[config.mk]
export PLATFORM = sky130hd
export DESIGN_NAME = lcd_status_decoder
export DESIGN_NICKNAME = d
export VERILOG_FILES = /design/src/rtl/lcd_uart_pkg.sv /design/src/rtl/uart_rx_byte.sv /design/src/rtl/lcd_status_decoder.sv
export SDC_FILE = /design/constraint.sdc
export NUM_CORES = 1
export LEC_CHECK = 0
export BUFFER_PORTS_ARGS = -buffer_cell sky130_fd_sc_hd__buf_2
export CAP_MARGIN = 25
export CORE_ASPECT_RATIO = 0.7
export CORE_MARGIN = 10
export CORE_UTILIZATION = 50
export DETAILED_ROUTE_END_ITERATION = 8
export GPL_ROUTABILITY_DRIVEN = 1
export GPL_TIMING_DRIVEN = 0
export PLACE_DENSITY_LB_ADDON = 0.3
export SLEW_MARGIN = 20
export SYNTH_ARGS = -nofsm -noshare
export SYNTH_HDL_FRONTEND = slang
export SYNTH_SLANG_ARGS = --single-unit
[constraint.sdc]
create_clock -name iCLK -period 5.11 [get_ports iCLK]
set_input_delay 0.2555 -clock iCLK [delete_from_list [all_inputs] [get_ports iCLK]]
set_output_delay 0.2555 -clock iCLK [all_outputs]
set_load 0.005 [all_outputs]
[src/rtl/lcd_uart_pkg.sv]
// Purpose: shared constants, frame FSM encoding and command check for the LCD status decoder.
// Latency: n/a (declarations only).
// Backpressure: n/a.
package lcd_uart_pkg;

  localparam logic [7:0] FRAME_SOF    = 8'hA5;
  localparam int         CMD_RSVD_MSB = 7;
  localparam int         CMD_RSVD_LSB = 5;
  localparam int         MESS_W       = 3;
  localparam int         ROLE_W       = 2;

  typedef enum logic [1:0] {
    S_IDLE,
    S_CMD,
    S_CHK
  } frame_state_t;

  typedef enum logic [1:0] {
    RX_IDLE,
    RX_START,
    RX_DATA,
    RX_STOP
  } rx_state_t;

  // A command is accepted only when the checksum matches and the reserved bits are clear.
  function automatic logic frame_cmd_ok(input logic [7:0] cmd, input logic [7:0] chk);
    return (chk == (FRAME_SOF ^ cmd)) && (cmd[CMD_RSVD_MSB:CMD_RSVD_LSB] == '0);
  endfunction

endpackage

[src/rtl/uart_rx_byte.sv]
// Purpose: 8N1 UART byte receiver (synchronizer, bit timer, shift register).
// Latency: rx_valid/rx_ferr pulse at the stop-bit centre, ~9.5 bit times after the start edge.
// Backpressure: none; each byte is offered for exactly one cycle.
// Ports: clk, rst (sync, active-high), rxd (async line, idle high),
//        rx_valid + rx_byte (good stop bit), rx_ferr (stop bit low).
module uart_rx_byte
  import lcd_uart_pkg::*;
#(
  parameter int CLK_HZ = 50000000,
  parameter int BAUD   = 115200
) (
  input  logic       clk,
  input  logic       rst,
  input  logic       rxd,
  output logic       rx_valid,
  output logic [7:0] rx_byte,
  output logic       rx_ferr
);

  localparam int CLKS_PER_BIT = CLK_HZ / BAUD;
  localparam int HALF_BIT     = CLKS_PER_BIT / 2;
  localparam int CNT_W        = (CLKS_PER_BIT > 1) ? $clog2(CLKS_PER_BIT) : 1;
  localparam logic [CNT_W-1:0] BIT_LAST  = CNT_W'(CLKS_PER_BIT - 1);
  localparam logic [CNT_W-1:0] HALF_LAST = CNT_W'(HALF_BIT - 1);

  logic             rxd_meta, rxd_sync, rxd_prev;
  rx_state_t        state, state_nxt;
  logic [CNT_W-1:0] cnt, cnt_nxt;
  logic [2:0]       bit_idx, bit_idx_nxt;
  logic [7:0]       shift, shift_nxt;

  always_ff @(posedge clk) begin
    if (rst) begin
      rxd_meta <= 1'b1;
      rxd_sync <= 1'b1;
      rxd_prev <= 1'b1;
      state    <= RX_IDLE;
      cnt      <= '0;
      bit_idx  <= '0;
      shift    <= '0;
    end else begin
      rxd_meta <= rxd;
      rxd_sync <= rxd_meta;
      rxd_prev <= rxd_sync;
      state    <= state_nxt;
      cnt      <= cnt_nxt;
      bit_idx  <= bit_idx_nxt;
      shift    <= shift_nxt;
    end
  end

  always_comb begin
    state_nxt   = state;
    cnt_nxt     = cnt + CNT_W'(1);
    bit_idx_nxt = bit_idx;
    shift_nxt   = shift;
    rx_valid    = 1'b0;
    rx_ferr     = 1'b0;
    case (state)
      RX_IDLE: begin
        cnt_nxt = '0;
        if (rxd_prev && !rxd_sync) state_nxt = RX_START;
      end
      RX_START: begin
        // Re-check at mid start bit; a line already back high was a glitch.
        if (cnt == HALF_LAST) begin
          cnt_nxt     = '0;
          bit_idx_nxt = '0;
          state_nxt   = rxd_sync ? RX_IDLE : RX_DATA;
        end
      end
      RX_DATA: begin
        if (cnt == BIT_LAST) begin
          cnt_nxt     = '0;
          shift_nxt   = {rxd_sync, shift[7:1]};
          bit_idx_nxt = bit_idx + 3'd1;
          if (bit_idx == 3'd7) state_nxt = RX_STOP;
        end
      end
      RX_STOP: begin
        if (cnt == BIT_LAST) begin
          cnt_nxt   = '0;
          state_nxt = RX_IDLE;
          rx_valid  = rxd_sync;
          rx_ferr   = !rxd_sync;
        end
      end
      default: state_nxt = RX_IDLE;
    endcase
  end

  assign rx_byte = shift;

endmodule

[src/rtl/lcd_status_decoder.sv]
// Purpose: decode UART status frames (A5, CMD, CHK) into LCD message/role selects.
// Latency: outputs load and oUPDATE pulses one cycle after the CHK byte is received.
// Backpressure: none; bytes are consumed as they arrive, errors only bump oERR_CNT.
// Ports: iCLK, iRST (sync, active-high), iRXD (UART line), oMESS, oIS_SERVER,
//        oUPDATE (load strobe), oERR_CNT (saturating error count).
module lcd_status_decoder
  import lcd_uart_pkg::*;
#(
  parameter int CLK_HZ         = 50000000,
  parameter int BAUD           = 115200,
  parameter int TIMEOUT_CYCLES = 500000
) (
  input  logic              iCLK,
  input  logic              iRST,
  input  logic              iRXD,
  output logic [MESS_W-1:0] oMESS,
  output logic [ROLE_W-1:0] oIS_SERVER,
  output logic              oUPDATE,
  output logic [7:0]        oERR_CNT
);

  localparam int GAP_W = $clog2(TIMEOUT_CYCLES + 1);
  localparam logic [GAP_W-1:0] GAP_LAST = GAP_W'(TIMEOUT_CYCLES - 1);

  logic         rx_valid, rx_ferr;
  logic [7:0]   rx_byte;

  frame_state_t state, state_nxt;
  logic [7:0]   cmd_q, cmd_nxt;
  logic [GAP_W-1:0] gap_cnt, gap_nxt;
  logic         load, err;

  uart_rx_byte #(
    .CLK_HZ (CLK_HZ),
    .BAUD   (BAUD)
  ) u_rx (
    .clk      (iCLK),
    .rst      (iRST),
    .rxd      (iRXD),
    .rx_valid (rx_valid),
    .rx_byte  (rx_byte),
    .rx_ferr  (rx_ferr)
  );

  always_ff @(posedge iCLK) begin
    if (iRST) begin
      state      <= S_IDLE;
      cmd_q      <= '0;
      gap_cnt    <= '0;
      oMESS      <= '0;
      oIS_SERVER <= '0;
      oUPDATE    <= 1'b0;
      oERR_CNT   <= '0;
    end else begin
      state   <= state_nxt;
      cmd_q   <= cmd_nxt;
      gap_cnt <= gap_nxt;
      oUPDATE <= load;
      if (load) begin
        oMESS      <= cmd_q[MESS_W-1:0];
        oIS_SERVER <= cmd_q[MESS_W +: ROLE_W];
      end
      // One increment per cycle no matter how many error sources fired.
      if (err && (oERR_CNT != 8'hFF)) oERR_CNT <= oERR_CNT + 8'd1;
    end
  end

  always_comb begin
    state_nxt = state;
    cmd_nxt   = cmd_q;
    gap_nxt   = '0;
    load      = 1'b0;
    err       = 1'b0;
    if (rx_ferr) begin
      err       = 1'b1;
      state_nxt = S_IDLE;
    end else if (rx_valid) begin
      // A byte arriving clears the gap counter, even on the timeout cycle.
      case (state)
        S_IDLE: if (rx_byte == FRAME_SOF) state_nxt = S_CMD;
        S_CMD: begin
          // A repeated SOF re-synchronises rather than being taken as CMD.
          if (rx_byte != FRAME_SOF) begin
            cmd_nxt   = rx_byte;
            state_nxt = S_CHK;
          end
        end
        S_CHK: begin
          if (frame_cmd_ok(cmd_q, rx_byte)) load = 1'b1;
          else err = 1'b1;
          state_nxt = S_IDLE;
        end
        default: state_nxt = S_IDLE;
      endcase
    end else if (state != S_IDLE) begin
      if (gap_cnt == GAP_LAST) begin
        err       = 1'b1;
        state_nxt = S_IDLE;
      end else begin
        gap_nxt = gap_cnt + GAP_W'(1);
      end
    end
  end

endmodule

# == Word level (Yosys, flattened, before mapping) ==
# Index checks and enable logic that the tools add are counted.
# totals
wordCells,93
ff_bits,68
# classes
bitwise_logic,3
add_sub_neg,4
n_eq_ne,20
mux,33
reduce_logical,19
# op_table
cell,n
case mux 9 bit (3 select lines),1
two-way mux 2 bit,11
adder 19 x 1 -> 19 bit (second input constant),1
== test 19 bit (second input constant),1
two-way mux 9 bit,2
inequality test 8 bit (second input constant),2
two-way mux 1 bit,14
inequality test 2 x 1 -> 1 bit (second input constant),5
adder 9 x 1 -> 9 bit (second input constant),1
== test 9 x 8 -> 1 bit (second input constant),1
== test 9 bit (second input constant),1
adder 8 x 1 -> 8 bit (second input constant),1
== test 8 bit,1
== test 8 bit (second input constant),1
case mux 2 bit (4 select lines),1
AND reduction 4 bit,2
nonzero test 2 bit,4
== test 2 bit (second input constant),3
two-way mux 3 bit,2
inequality test 3 bit (second input constant),2
case mux 3 bit (2 select lines),1
AND reduction 5 bit,1
OR reduction 5 bit,1
== test 2 x 1 -> 1 bit (second input constant),2
12 further kinds,17

# == Longest topological paths before layout ==
# depth
word_depth,8
depth_mapped,9
ltp_nobuf,7

# == Modules after synthesis ==
# From an unflattened synthesis, not the netlist that was laid out.
# unflattened
cells_unflattened,337
area_unflattened_um2,3183.1
# modules_own_cells
module,seq_area_each_um2,n_inst,area_each_um2,cells_per_inst
lcd_status_decoder,860.8,1,2068.2,224
uart_rx_byte,500.5,1,1114.8,113

# == Worst setup path after synthesis ==
# Ideal clock, no wire load.
# synth_path
path_kind,register -> register
from,reg gap_cnt[6]
to,reg oERR_CNT[4]
n_path_buf,1
arrival_time_ns,2.203
stages_incl_launch_ff,8
required_time_ns,5.040
path_slack_ns,2.836
cell_sequence,dfxtp_1 > or4b_1 > nor4_2 > a21oi_1 > a311o_1 > buf_2 > or3_1 > a21oi_1
# synth_between
elab_chain_len,6
# synth_lines
element,line_no,text
"start, declared",lcd_status_decoder.sv:30,"logic [GAP_W-1:0] gap_cnt, gap_nxt;"
"start signal, assigned",lcd_status_decoder.sv:57,gap_cnt <= gap_nxt;
== test 19 bit,lcd_status_decoder.sv:96,if (gap_cnt == GAP_LAST) begin
two-way mux 1 bit,lcd_status_decoder.sv:96,
two-way mux 1 bit,lcd_status_decoder.sv:95,end else if (state != S_IDLE) begin
two-way mux 1 bit,lcd_status_decoder.sv:77,end else if (rx_valid) begin
two-way mux 1 bit,lcd_status_decoder.sv:74,if (rx_ferr) begin
logical AND 1 bit,lcd_status_decoder.sv:64,if (err && (oERR_CNT != 8'hFF)) oERR_CNT <= oERR_CNT + 8'd1;
"end signal, assigned",lcd_status_decoder.sv:64,
"end, declared",lcd_status_decoder.sv:19,output logic [7:0] oERR_CNT
# No other way between the ends.
# A chain may end at the register's enable or synchronous reset.

# == Worst setup path in the final report ==
# layout_path
from,reg gap_cnt[13]
to,reg oERR_CNT[4]
# Same word-level chain as after synthesis.

==> impl_metrics.toml <==
[run_status]
status = "finished, final reports clean"

[placed_design]
gp_congestion = 0.8383
dp.final_hpwl_mm = 4.565
placed_cells = 438
place_ws_ns = 2.605
dpl_cell_area_um2 = 3237
io_buffers = 15

[power]
clockPowerShare_pct = 39.8
peakVddDrop_uv = 163.1
leakage_nw = 1.208
p_sw_share_pct = 22.08
internal-power_mw = 0.7307
seqPwrFrac_pct = 57.2
combPwrFrac_pct = 3.1
powerDensity_nw_per_um2 = 275.9
power.switching_mw = 0.2071

[global_route]
overflow = 0
grt_max_degree = 11
antenna_found_initial = 0
grtUsageTotal_pct = 13.47
grt_pass1_vias = 2310
grt_pass1_wl_mm = 10.91

[sta]
skew_ns = 0.005312
slew_viol_final = 0
post-route-worst-setup-slack_ns = 2.537
worst-slew-pin-transition_ns = 0.6075
timing.slew.headroom_pct = 59.15
max_freq_mhz = 388.7
finalSetupViolations = 0
fin_setup_tns_ns = 0
period_share_pct = 50.35
final.min_clock_period_ns = 2.573
rsz0062_at_grt = "false"
finalHoldViolations = 0

[synthesis]
synth_cells = 348
synthArstFlopShare_pct = 0
synth-main-ff-cell = "dfxtp_1"
ys_warn_count = 0
yosysSeqAreaShare_pct = 44.37
ys_types = 37
syn_nets = 363
synth.area.top_cells = "dfxtp_1, nor2_1, mux2i_1"
syn-cell-area_um2 = 3068
synth-seq-cells = 68
synth_largest_area_cell = "dfxtp_1"
synth_edf_count = 0
post_synth.cell_area_avg_um2 = 8.816
synth.top_cell.area_share_pct = 44.37

[setup_path]
worst_setup_path_start_kind = "flop"
critPathCaptureType = "flop"
setup.worst_path.class = "reg2reg"
required_ns = 5.37
cp.arrival_ns = 2.83
crit_fanout = 10

[clocking]
ctsHoldBuffers = 0
postCtsSetupBuffers = 0
cts_resized = 0
cts_buffer_depth = 2
cts_tree = "yes"
clk_pin_slew_ns = 0.07
clk-insertion-delay-late_ns = 0.34
cts.sinks = 68
cts-buffers-inserted = 9
cts_root_buf = "clkbuf_8"
cts_max_level = 3

[floorplan]
die_y_um = 85.54
rows = 23
ios = 17
die_x_um = 113.6
start_util_pct = 52.52
core_area_um2 = 5842
die_area_um2 = 9719

[flow_run]
drv_cap = 0

[routing]
wire_per_inst_um = 13.90
via_per_inst = 5.498
ant_nets = 0
route.detailed.drc = 0
initialDrtViolationCount = 163
vias = 2496
dr.pass1.iters = 4
wirelength_mm = 6.312

[finish]
diodes = 0
fin_area_um2 = 3400
drive_above_1_share_pct = 8.707
syn2layout_area_growth_pct = 10.81
final_net_count = 389
fin_cells = 454

[worst_hold_path]
hold_class = "in2reg"
==> area by class of cell <==
cell class,instances,area [um2]
plain buffers,12,46.29
clock buffers,14,152.6
clock inverters,2,10.01
fillers,524,2442
inverters,10,37.54
multi-input cells,258,1623
flip-flops and latches,68,1361
well taps,75,93.84
repair buffers,15,75.07
==> routing by layer <==
layer	up-vias	GRT usage [%]	wire, um
li1	1258	-	-
met1	1173	18.35	3321
met2	56	18.73	2516
met3	9	5.846	404
met4	0	3.793	70
met5	-	0	0
==> worst max-delay path, stage by stage, from the launching register on <==
cell	delay (ns)
dfxtp_1	0.42
or4b_1	0.48
nor4_2	0.38
a21oi_1	0.15
a311o_1	0.36
buf_2	0.19
or3_1	0.35
a21oi_1	0.16
==> cell usage after synthesis, types with 6 or more instances <==
master / instances
clkbuf_1: 11
nand2_1: 25
a21oi_1: 18
nand3_1: 24
xor2_1: 19
mux2i_1: 20
nor3_1: 6
dfxtp_1: 68
ha_1: 12
nor2_1: 58
o21ai_0: 9
xnor2_1: 9
or3_1: 6
inv_1: 10
and3_1: 8
==> layout by cell type (no fill, tap or decap), types with 4 or more instances in the layout <==
cell type and instances:
a21oi_1 18, and3_1 8, buf_2 16, clkbuf_1 15
clkbuf_8 10, dfxtp_1 68, ha_1 12, inv_1 10
mux2i_1 20, nand2_1 25, nand3_1 24, nand4_1 4
nor2_1 58, nor3_1 6, nor4_1 4, o21ai_0 9
o31ai_1 4, or3_1 6, xnor2_1 9, xor2_1 19
==> metrics by stage <==
stage	util, %	total power, mW	hold slack [ns]
global route	58.19	0.9769	0.08215
floorplan	-	0.5680	0.3593
detailed placement	55.41	0.5768	0.3980
CTS	58.19	0.9466	0.08493
finish	58.19	0.9378	0.09461
global placement	55.41	0.5754	0.3933
==> final timing paths <==
check,start,endpoint,slack (ns),cells after the start
max,gap_cnt[13]$_SDFF_PP0_,oERR_CNT[4]$_SDFFE_PP0P_,2.54,7
min,iRXD,u_rx.rxd_meta$_SDFF_PP1_,0.09,2
max reg2reg,gap_cnt[13]$_SDFF_PP0_,oERR_CNT[4]$_SDFFE_PP0P_,2.54,7
min reg2reg,u_rx.rxd_meta$_SDFF_PP1_,u_rx.rxd_sync$_SDFF_PP1_,0.42,1
==> registers in the layout, summed over array words and instances, names as in the netlist, named ones only <==
register and count:
u_rx.rxd_meta 1, oUPDATE 1, u_rx.rx_byte 8, oIS_SERVER 2, oERR_CNT 8, u_rx.bit_idx 3
oMESS 3, gap_cnt 19, state 2, cmd_q 8, u_rx.rxd_prev 1, u_rx.state 1
u_rx.cnt 9, u_rx.rxd_sync 1
==> cells by family after synthesis <==
kind of cell             share of synthesized area, %
AND/OR/NAND/NOR                                 26.92
flip-flops                                      44.37
buffers and inverters                           2.732
AO/OA/AOI/OAI                                   6.566
XOR/XNOR                                        7.994
adder cells (fa/ha/maj)                         4.894
multiplexers                                    6.525
==> power groups by stage <==
stage	sequential, mW	clock (mW)	combinational, mW
after floorplan	0.547	0	0.0212
after global placement	0.548	0	0.0276
after detailed placement	0.548	0	0.0290
after CTS	0.536	0.382	0.0291
after global routing	0.536	0.407	0.0338
final	0.536	0.373	0.0287
Power figures use the tool's default switching activity.
